--- src/rtl/alu_op_scheduler_if.sv ---
// ---------------------------------------------------------------------------
// alu_op_scheduler_if
// Bundles every handshake/bus signal of alu_op_scheduler:
//   req0_* / req1_*  : two requester channels (valid/ready + sel, a, b, cnt)
//   rsp_*            : registered response channel (valid/ready + id, result, flags)
//   alu_*            : operand/select outputs to the external combinational ALU
//                      and its result/flag inputs
// Modports:
//   slave  : the scheduler itself
//   master : the surrounding environment (requesters, response consumer, ALU)
// ---------------------------------------------------------------------------
interface alu_op_scheduler_if #(
    parameter int W     = 8,
    parameter int CNT_W = 3
);
    // requester 0
    logic             req0_valid;
    logic             req0_ready;
    logic [2:0]       req0_sel;
    logic [W-1:0]     req0_a;
    logic [W-1:0]     req0_b;
    logic [CNT_W-1:0] req0_cnt;
    // requester 1
    logic             req1_valid;
    logic             req1_ready;
    logic [2:0]       req1_sel;
    logic [W-1:0]     req1_a;
    logic [W-1:0]     req1_b;
    logic [CNT_W-1:0] req1_cnt;
    // response channel
    logic             rsp_valid;
    logic             rsp_ready;
    logic             rsp_id;
    logic [W-1:0]     rsp_result;
    logic             rsp_zero;
    logic             rsp_neg;
    logic             rsp_carry;
    // external ALU
    logic [W-1:0]     alu_a;
    logic [W-1:0]     alu_b;
    logic [2:0]       alu_sel;
    logic [W-1:0]     alu_result;
    logic             alu_zero;
    logic             alu_neg;
    logic             alu_carry;

    modport slave (
        input  req0_valid, req0_sel, req0_a, req0_b, req0_cnt,
        output req0_ready,
        input  req1_valid, req1_sel, req1_a, req1_b, req1_cnt,
        output req1_ready,
        output rsp_valid, rsp_id, rsp_result, rsp_zero, rsp_neg, rsp_carry,
        input  rsp_ready,
        output alu_a, alu_b, alu_sel,
        input  alu_result, alu_zero, alu_neg, alu_carry
    );

    modport master (
        output req0_valid, req0_sel, req0_a, req0_b, req0_cnt,
        input  req0_ready,
        output req1_valid, req1_sel, req1_a, req1_b, req1_cnt,
        input  req1_ready,
        input  rsp_valid, rsp_id, rsp_result, rsp_zero, rsp_neg, rsp_carry,
        output rsp_ready,
        input  alu_a, alu_b, alu_sel,
        output alu_result, alu_zero, alu_neg, alu_carry
    );
endinterface

--- src/rtl/alu_op_scheduler.sv ---
// ---------------------------------------------------------------------------
// alu_op_scheduler
// Shares one external combinational W-bit ALU between two requesters.
// Arbitrates, latches the granted op, drives the ALU operand/select inputs,
// iterates shift ops (sel 011 / 100) for max(cnt,1) passes and returns a
// registered result plus flags over a valid/ready response channel.
//
// Ports:
//   clk   : single clock, rising edge
//   rst   : synchronous, active-high reset
//   bus   : alu_op_scheduler_if.slave (requesters, response, ALU)
//   busy  : high whenever an op is in flight (state != IDLE)
//
// Build option:
//   ALU_SCHED_FIXED_PRIO_EN defined -> fixed priority, req0 always wins a tie
//                                      (req1 may starve).
//   undefined (default)            -> round-robin on the last served id.
// ---------------------------------------------------------------------------
module alu_op_scheduler #(
    parameter int W     = 8,
    parameter int CNT_W = 3
) (
    input  logic                clk,
    input  logic                rst,
    alu_op_scheduler_if.slave   bus,
    output logic                busy
);

    typedef enum logic [1:0] {
        ST_IDLE = 2'd0,
        ST_EXEC = 2'd1,
        ST_RESP = 2'd2
    } state_t;

    localparam logic [2:0]       SEL_SHL = 3'b011;
    localparam logic [2:0]       SEL_SHR = 3'b100;
    localparam logic [CNT_W-1:0] REM_ONE = CNT_W'(1);

    state_t           state_q, state_d;
    logic [2:0]       sel_q, sel_d;
    logic [W-1:0]     a_q, a_d;
    logic [W-1:0]     b_q, b_d;
    logic [CNT_W-1:0] rem_q, rem_d;
    logic             op_id_q, op_id_d;
    logic [W-1:0]     res_q, res_d;
    logic             zero_q, zero_d;
    logic             neg_q, neg_d;
    logic             carry_q, carry_d;
    logic             rsp_id_q, rsp_id_d;
`ifndef ALU_SCHED_FIXED_PRIO_EN
    logic             ptr_q, ptr_d;   // id of the last requester whose response was taken
`endif

    // Grant selection and operand mux
    logic             any_valid;
    logic             grant_id;
    logic [2:0]       g_sel;
    logic [W-1:0]     g_a;
    logic [W-1:0]     g_b;
    logic [CNT_W-1:0] g_cnt;

    always_comb begin
        // Readies must stay low while reset is asserted, so requests are not
        // granted during a reset cycle.
        any_valid = (bus.req0_valid || bus.req1_valid) && !rst;
`ifdef ALU_SCHED_FIXED_PRIO_EN
        grant_id  = !bus.req0_valid;
`else
        // On a tie the requester that was not served last wins.
        grant_id  = (bus.req0_valid && bus.req1_valid) ? ~ptr_q : bus.req1_valid;
`endif
        g_sel = grant_id ? bus.req1_sel : bus.req0_sel;
        g_a   = grant_id ? bus.req1_a   : bus.req0_a;
        g_b   = grant_id ? bus.req1_b   : bus.req0_b;
        g_cnt = grant_id ? bus.req1_cnt : bus.req0_cnt;
    end

    // Next-state and output logic
    always_comb begin
        state_d  = state_q;
        sel_d    = sel_q;
        a_d      = a_q;
        b_d      = b_q;
        rem_d    = rem_q;
        op_id_d  = op_id_q;
        res_d    = res_q;
        zero_d   = zero_q;
        neg_d    = neg_q;
        carry_d  = carry_q;
        rsp_id_d = rsp_id_q;
`ifndef ALU_SCHED_FIXED_PRIO_EN
        ptr_d    = ptr_q;
`endif
        bus.req0_ready = 1'b0;
        bus.req1_ready = 1'b0;
        bus.alu_a      = '0;
        bus.alu_b      = '0;
        bus.alu_sel    = '0;

        case (state_q)
            ST_IDLE: begin
                if (any_valid) begin
                    bus.req0_ready = !grant_id;
                    bus.req1_ready = grant_id;
                    sel_d   = g_sel;
                    a_d     = g_a;
                    b_d     = g_b;
                    op_id_d = grant_id;
                    // Shifts run one ALU pass per position; a count of 0
                    // still takes one pass. Other selects take one pass.
                    if (g_sel == SEL_SHL || g_sel == SEL_SHR) begin
                        rem_d = (g_cnt == '0) ? REM_ONE : g_cnt;
                    end else begin
                        rem_d = REM_ONE;
                    end
                    state_d = ST_EXEC;
                end
            end

            ST_EXEC: begin
                bus.alu_a   = a_q;
                bus.alu_b   = b_q;
                bus.alu_sel = sel_q;
                if (rem_q > REM_ONE) begin
                    // Feed the partial shift back as the next pass's operand A.
                    a_d   = bus.alu_result;
                    rem_d = rem_q - REM_ONE;
                end else begin
                    res_d    = bus.alu_result;
                    zero_d   = bus.alu_zero;
                    neg_d    = bus.alu_neg;
                    carry_d  = bus.alu_carry;
                    rsp_id_d = op_id_q;
                    rem_d    = '0;
                    state_d  = ST_RESP;
                end
            end

            ST_RESP: begin
                if (bus.rsp_ready) begin
`ifndef ALU_SCHED_FIXED_PRIO_EN
                    ptr_d = rsp_id_q;
`endif
                    state_d = ST_IDLE;
                end
            end

            default: begin
                state_d = ST_IDLE;
            end
        endcase
    end

    always_ff @(posedge clk) begin
        if (rst) begin
            state_q  <= ST_IDLE;
            sel_q    <= '0;
            a_q      <= '0;
            b_q      <= '0;
            rem_q    <= '0;
            op_id_q  <= 1'b0;
            res_q    <= '0;
            zero_q   <= 1'b0;
            neg_q    <= 1'b0;
            carry_q  <= 1'b0;
            rsp_id_q <= 1'b0;
`ifndef ALU_SCHED_FIXED_PRIO_EN
            ptr_q    <= 1'b1;
`endif
        end else begin
            state_q  <= state_d;
            sel_q    <= sel_d;
            a_q      <= a_d;
            b_q      <= b_d;
            rem_q    <= rem_d;
            op_id_q  <= op_id_d;
            res_q    <= res_d;
            zero_q   <= zero_d;
            neg_q    <= neg_d;
            carry_q  <= carry_d;
            rsp_id_q <= rsp_id_d;
`ifndef ALU_SCHED_FIXED_PRIO_EN
            ptr_q    <= ptr_d;
`endif
        end
    end

    assign bus.rsp_valid  = (state_q == ST_RESP);
    assign bus.rsp_id     = rsp_id_q;
    assign bus.rsp_result = res_q;
    assign bus.rsp_zero   = zero_q;
    assign bus.rsp_neg    = neg_q;
    assign bus.rsp_carry  = carry_q;
    assign busy           = (state_q != ST_IDLE);

endmodule
--- src/flat_wrapper.sv ---
// flat-port wrapper written by rule: the top's interface ports become plain ports
module alu_op_scheduler_flat 
#(
    parameter int W     = 8,
    parameter int CNT_W = 3
)
  (clk, rst, busy, bus_req0_valid, bus_req0_sel, bus_req0_a, bus_req0_b, bus_req0_cnt, bus_req0_ready, bus_req1_valid, bus_req1_sel, bus_req1_a, bus_req1_b, bus_req1_cnt, bus_req1_ready, bus_rsp_valid, bus_rsp_id, bus_rsp_result, bus_rsp_zero, bus_rsp_neg, bus_rsp_carry, bus_rsp_ready, bus_alu_a, bus_alu_b, bus_alu_sel, bus_alu_result, bus_alu_zero, bus_alu_neg, bus_alu_carry);
  alu_op_scheduler_if #(.W(W), .CNT_W(CNT_W)) bus_i ();
  input  logic clk;
  input  logic rst;
  output logic busy;
  input wire logic [$bits(bus_i.req0_valid)-1:0] bus_req0_valid;
  input wire logic [$bits(bus_i.req0_sel)-1:0] bus_req0_sel;
  input wire logic [$bits(bus_i.req0_a)-1:0] bus_req0_a;
  input wire logic [$bits(bus_i.req0_b)-1:0] bus_req0_b;
  input wire logic [$bits(bus_i.req0_cnt)-1:0] bus_req0_cnt;
  output wire logic [$bits(bus_i.req0_ready)-1:0] bus_req0_ready;
  input wire logic [$bits(bus_i.req1_valid)-1:0] bus_req1_valid;
  input wire logic [$bits(bus_i.req1_sel)-1:0] bus_req1_sel;
  input wire logic [$bits(bus_i.req1_a)-1:0] bus_req1_a;
  input wire logic [$bits(bus_i.req1_b)-1:0] bus_req1_b;
  input wire logic [$bits(bus_i.req1_cnt)-1:0] bus_req1_cnt;
  output wire logic [$bits(bus_i.req1_ready)-1:0] bus_req1_ready;
  output wire logic [$bits(bus_i.rsp_valid)-1:0] bus_rsp_valid;
  output wire logic [$bits(bus_i.rsp_id)-1:0] bus_rsp_id;
  output wire logic [$bits(bus_i.rsp_result)-1:0] bus_rsp_result;
  output wire logic [$bits(bus_i.rsp_zero)-1:0] bus_rsp_zero;
  output wire logic [$bits(bus_i.rsp_neg)-1:0] bus_rsp_neg;
  output wire logic [$bits(bus_i.rsp_carry)-1:0] bus_rsp_carry;
  input wire logic [$bits(bus_i.rsp_ready)-1:0] bus_rsp_ready;
  output wire logic [$bits(bus_i.alu_a)-1:0] bus_alu_a;
  output wire logic [$bits(bus_i.alu_b)-1:0] bus_alu_b;
  output wire logic [$bits(bus_i.alu_sel)-1:0] bus_alu_sel;
  input wire logic [$bits(bus_i.alu_result)-1:0] bus_alu_result;
  input wire logic [$bits(bus_i.alu_zero)-1:0] bus_alu_zero;
  input wire logic [$bits(bus_i.alu_neg)-1:0] bus_alu_neg;
  input wire logic [$bits(bus_i.alu_carry)-1:0] bus_alu_carry;
  assign bus_i.req0_valid = bus_req0_valid;
  assign bus_i.req0_sel = bus_req0_sel;
  assign bus_i.req0_a = bus_req0_a;
  assign bus_i.req0_b = bus_req0_b;
  assign bus_i.req0_cnt = bus_req0_cnt;
  assign bus_req0_ready = bus_i.req0_ready;
  assign bus_i.req1_valid = bus_req1_valid;
  assign bus_i.req1_sel = bus_req1_sel;
  assign bus_i.req1_a = bus_req1_a;
  assign bus_i.req1_b = bus_req1_b;
  assign bus_i.req1_cnt = bus_req1_cnt;
  assign bus_req1_ready = bus_i.req1_ready;
  assign bus_rsp_valid = bus_i.rsp_valid;
  assign bus_rsp_id = bus_i.rsp_id;
  assign bus_rsp_result = bus_i.rsp_result;
  assign bus_rsp_zero = bus_i.rsp_zero;
  assign bus_rsp_neg = bus_i.rsp_neg;
  assign bus_rsp_carry = bus_i.rsp_carry;
  assign bus_i.rsp_ready = bus_rsp_ready;
  assign bus_alu_a = bus_i.alu_a;
  assign bus_alu_b = bus_i.alu_b;
  assign bus_alu_sel = bus_i.alu_sel;
  assign bus_i.alu_result = bus_alu_result;
  assign bus_i.alu_zero = bus_alu_zero;
  assign bus_i.alu_neg = bus_alu_neg;
  assign bus_i.alu_carry = bus_alu_carry;
  alu_op_scheduler #(.W(W), .CNT_W(CNT_W)) u_core (.clk(clk), .rst(rst), .bus(bus_i), .busy(busy));
endmodule
--- config.mk ---
export PLATFORM = sky130hd
export DESIGN_NAME = alu_op_scheduler_flat
export DESIGN_NICKNAME = d
export VERILOG_FILES = /design/src/rtl/alu_op_scheduler_if.sv /design/src/rtl/alu_op_scheduler.sv /design/src/flat_wrapper.sv
export SDC_FILE = /design/constraint.sdc
export NUM_CORES = 1
export LEC_CHECK = 0
export CORE_AREA = 2 2 72 74
export DETAILED_ROUTE_END_ITERATION = 6
export DIE_AREA = 0 0 74 76
export GPL_TIMING_DRIVEN = 0
export MAX_ROUTING_LAYER = met4
export PLACE_DENSITY = 0.87
export SYNTH_ARGS = -nofsm -noshare
export SYNTH_HDL_FRONTEND = slang
export SYNTH_SLANG_ARGS = --single-unit
--- constraint.sdc ---
create_clock -name clk -period 3 [get_ports clk]
set_input_delay 0.3 -clock clk [delete_from_list [all_inputs] [get_ports clk]]
set_output_delay 0.3 -clock clk [all_outputs]
set_load 0.05 [all_outputs]
==> impl_metrics.toml <==
[status]
run_status = "completed"

[detailed_routing]
met3_wirelength_um = 354
highest_layer = "met4"
viasPerCell = 4.97
firstDrtPassIters = 4
wl_per_cell_um = 14.7
route.vias.total = 1930
remaining_drc_errors = 0
postRouteAntennaNets = 0
routed-wl-met2_um = 2820
detail_route.iter0.violations = 111
metal_1_wl_um = 2400
postRouteWirelength_um = 5710

[cts]
root_buffer = "clkbuf_8"
htreeDepth = 2
maximum_buffer_depth_of_the_clock_tree = 2
clock_insertion_delay_worst_skew_ps = 290
post-cts-setup-buffers = 0
clock_sink_count = 38
cts_tree = "built"
cts_hold_bufs = 0
numCtsBuffers = 5
cts.reportedPaths.clkPinSlew_ps = 80

[critical_path]
worst_ep_required_time_ps = 2700
worst_path_largest_cell_delay_ps = 800
cp-end-kind = "output pin"
worst_reg2reg_path_length_in_cells = 5
critical_path_cell_count = 5
worst-path-buf-inv = 3
crit_path_cell_trace = "and2b_2 -> buf_4 -> clkbuf_1 -> and2_1 -> clkdlybuf4s50_1"
critical-path-top-delay-family = "buffers and inverters"
worstSetupStartpointType = "flip-flop"
timing_worst_setup_path_type = "flip-flop to output pin"
critPathArrivalTime_ps = 2540
worst-r2r-setup-slack_ps = 1330
worst-path-max-fanout = 10
critical_path.slowest_cell = "clkdlybuf4s50_1"

[logic_synthesis]
syn-instance-count = 217
synth.cell_area_um2 = 2040
mappedNetlistNets = 279
postSynthRegisterBits = 38
yosysUniqueCellTypes = 40
synth_edf_count = 0
dominantRegCellSynth = "dfxtp_1"
postSynth.asyncResetShare_pct = 0
syn_avg_cell_area_um2 = 9.40
synth-warning-count = 0
ys_seq_area_share_pct = 37.3

[hold_path]
holdPathStages = 2
holdCritPathClass = "input pin to flip-flop"

[final_layout]
n_fill_cell = 403
regArea_um2 = 761
n_antenna_cell = 0
nets = 379
drive_gt1_share_pct = 9.75
area.growth.synth_to_final_pct = 57.1
multi_input_comb_area_um2 = 1150
utilization_pct = 65.2

[placed_design]
count_of_buffers_from_port_buffering = 93
gpl_congestion = 0.836
hpwlAfterDp_um = 4350

[sta]
final_worst_path_period_share_pct = 94.5
fmaxAchievable_mhz = 353
fin_skew_ps = 5.01
headroom_to_the_max_slew_limit_pct = 61.6
finalHoldViolCount = 0
setup_viol = 0
finalSetupTns_ps = 0
rsz0062_at_grt = "no"
slew_violations = 0
period_minus_slack_ps = 2840
tightest_slew_ps = 576

[power]
power.leakage_nw = 1.25
vdd_ir_drop_max_uv = 482
power.density_cell_area_nw_per_um2 = 805

[global_routing]
maximum_number_of_pins_on_one_net_before_global_route_repair = 14
wire_length_of_the_first_global_routing_pass_um = 9180
global_route.overflow_total = 0
first_global_vias = 1982
grt_usage_pct = 21.5
antenna_found_initial = 0

[die]
chip_height_um = 76
placement_rows = 26
dieArea_um2 = 5620
floorplan.initialDensity_pct = 41.5
io_pins = 95
die_width_um = 74
core_region_area_um2 = 4910

[job]
maxCapViolations = 0
## cells in the final DEF (no fill, tap or decap), drive strengths merged, types with 2 or more instances in the layout
| cell | synthesis | layout |
|---|---|---|
| nand2 | 13 | 13 |
| nor2 | 24 | 24 |
| clkbuf | 4 | 9 |
| nor3b | 2 | 2 |
| nor3 | 2 | 2 |
| a211oi | 9 | 9 |
| a21boi | 2 | 2 |
| nand3 | 2 | 2 |
| dlymetal6s2s | 0 | 3 |
| o21a | 3 | 3 |
| a21oi | 4 | 4 |
| o22ai | 5 | 5 |
| inv | 5 | 5 |
| dfxtp | 38 | 38 |
| o21ai | 14 | 14 |
| clkdlybuf4s50 | 0 | 90 |
| a22o | 8 | 8 |
| buf | 11 | 11 |
| and2b | 2 | 2 |
| nand3b | 4 | 4 |
| and2 | 19 | 19 |
| ha | 2 | 2 |
| bufinv | 0 | 2 |
| mux2i | 31 | 31 |
## per-layer routing
layer,GRT usage (%),up-vias
met1,26.3,879
met3,5.29,12
li1,-,966
met2,34.6,73
met5,-,-
met4,6.55,0
## report_power, final
part / internal, mW / leakage [nW] / total [mW] / switching, mW
registers: 0.652 / 0.312 / 0.750 / 0.0976
logic: 0.552 / 0.871 / 1.31 / 0.757
clock network: 0.333 / 0.0683 / 0.519 / 0.186
## logic make-up after synthesis
| family | after synthesis | share of synthesized area, % |
|---|---|---|
| AND/OR/NAND/NOR | 74 | 21.0 |
| flip-flops | 38 | 37.3 |
| XOR/XNOR | 1 | 0.430 |
| buffers and inverters | 20 | 6.20 |
| multiplexers | 31 | 15.2 |
| AO/OA/AOI/OAI | 51 | 18.6 |
| adder cells (fa/ha/maj) | 2 | 1.23 |
## worst paths after layout
path,start,end
max,u_core.state_q[0]$_SDFFE_PP0P_,bus_alu_sel[1]
min,rst,u_core.state_q[0]$_SDFFE_PP0P_
max reg2reg,u_core.rem_q[0]$_SDFFE_PP0P_,u_core.a_q[5]$_SDFFE_PP0P_
min reg2reg,u_core.a_q[0]$_SDFFE_PP0P_,u_core.a_q[0]$_SDFFE_PP0P_
## what timing repair did
| action | 4_1_cts | 5_1_grt |
|---|---|---|
| setup endpoints to repair | 0 | 3 |
| endpoints found under the hold margin | 0 | 0 |
| resized for setup | 0 | 3 |
## cell usage after synthesis (2+ instances only)
library cell | count | area, um^2
dfxtp_1 | 38 | 761
mux2i_1 | 31 | 310
nor2_1 | 24 | 90.1
and2_1 | 19 | 119
nand2_1 | 13 | 48.8
o21ai_0 | 12 | 60.1
a211oi_1 | 9 | 67.6
a22o_1 | 8 | 70.1
buf_6 | 5 | 56.3
inv_1 | 5 | 18.8
o22ai_1 | 5 | 31.3
a21oi_1 | 4 | 20.0
clkbuf_1 | 4 | 15.0
nand3b_1 | 4 | 30.0
buf_4 | 3 | 22.5
o21a_1 | 3 | 22.5
and2b_2 | 2 | 17.5
buf_2 | 2 | 10.0
ha_1 | 2 | 25.0
nand3_1 | 2 | 10.0
nor3_4 | 2 | 32.5
o21ai_4 | 2 | 32.5
## state kept, by name, summed over array words and instances (netlist names), 2 cells and up
| name | flops |
|---|---|
| u_core.b_q | 8 |
| u_core.sel_q | 3 |
| u_core.rem_q | 3 |
| u_core.bus.rsp_result | 8 |
| u_core.a_q | 8 |
| u_core.state_q | 2 |
## through the flow
| step | std cells | area, um^2 | power [mW] | setup WS [ps] | hold WS [ps] |
|---|---|---|---|---|---|
| global placement | 380 | 3060 | 2.04 | 256 | 453 |
| finish | 388 | 3200 | 2.58 | 165 | 432 |
| floorplan | 217 | 2040 | 1.67 | 1040 | 434 |
| global route | 388 | 3200 | 2.72 | 0.771 | 436 |
| detailed placement | 380 | 3060 | 2.07 | 240 | 458 |
| CTS | 388 | 3200 | 2.60 | 128 | 421 |
## layout make-up
cell class                 count  share of cell area [%]
buffer                        15                    3.36
clock buffer                   5                    2.15
clock inverter                 3                    2.15
inverter                       5                   0.586
multi-input combinational    159                    36.0
sequential                    38                    23.8
tap                           70                    2.73
timing repair buffer          93                    29.3
Note: power is estimated with default switching activity, not from simulation.
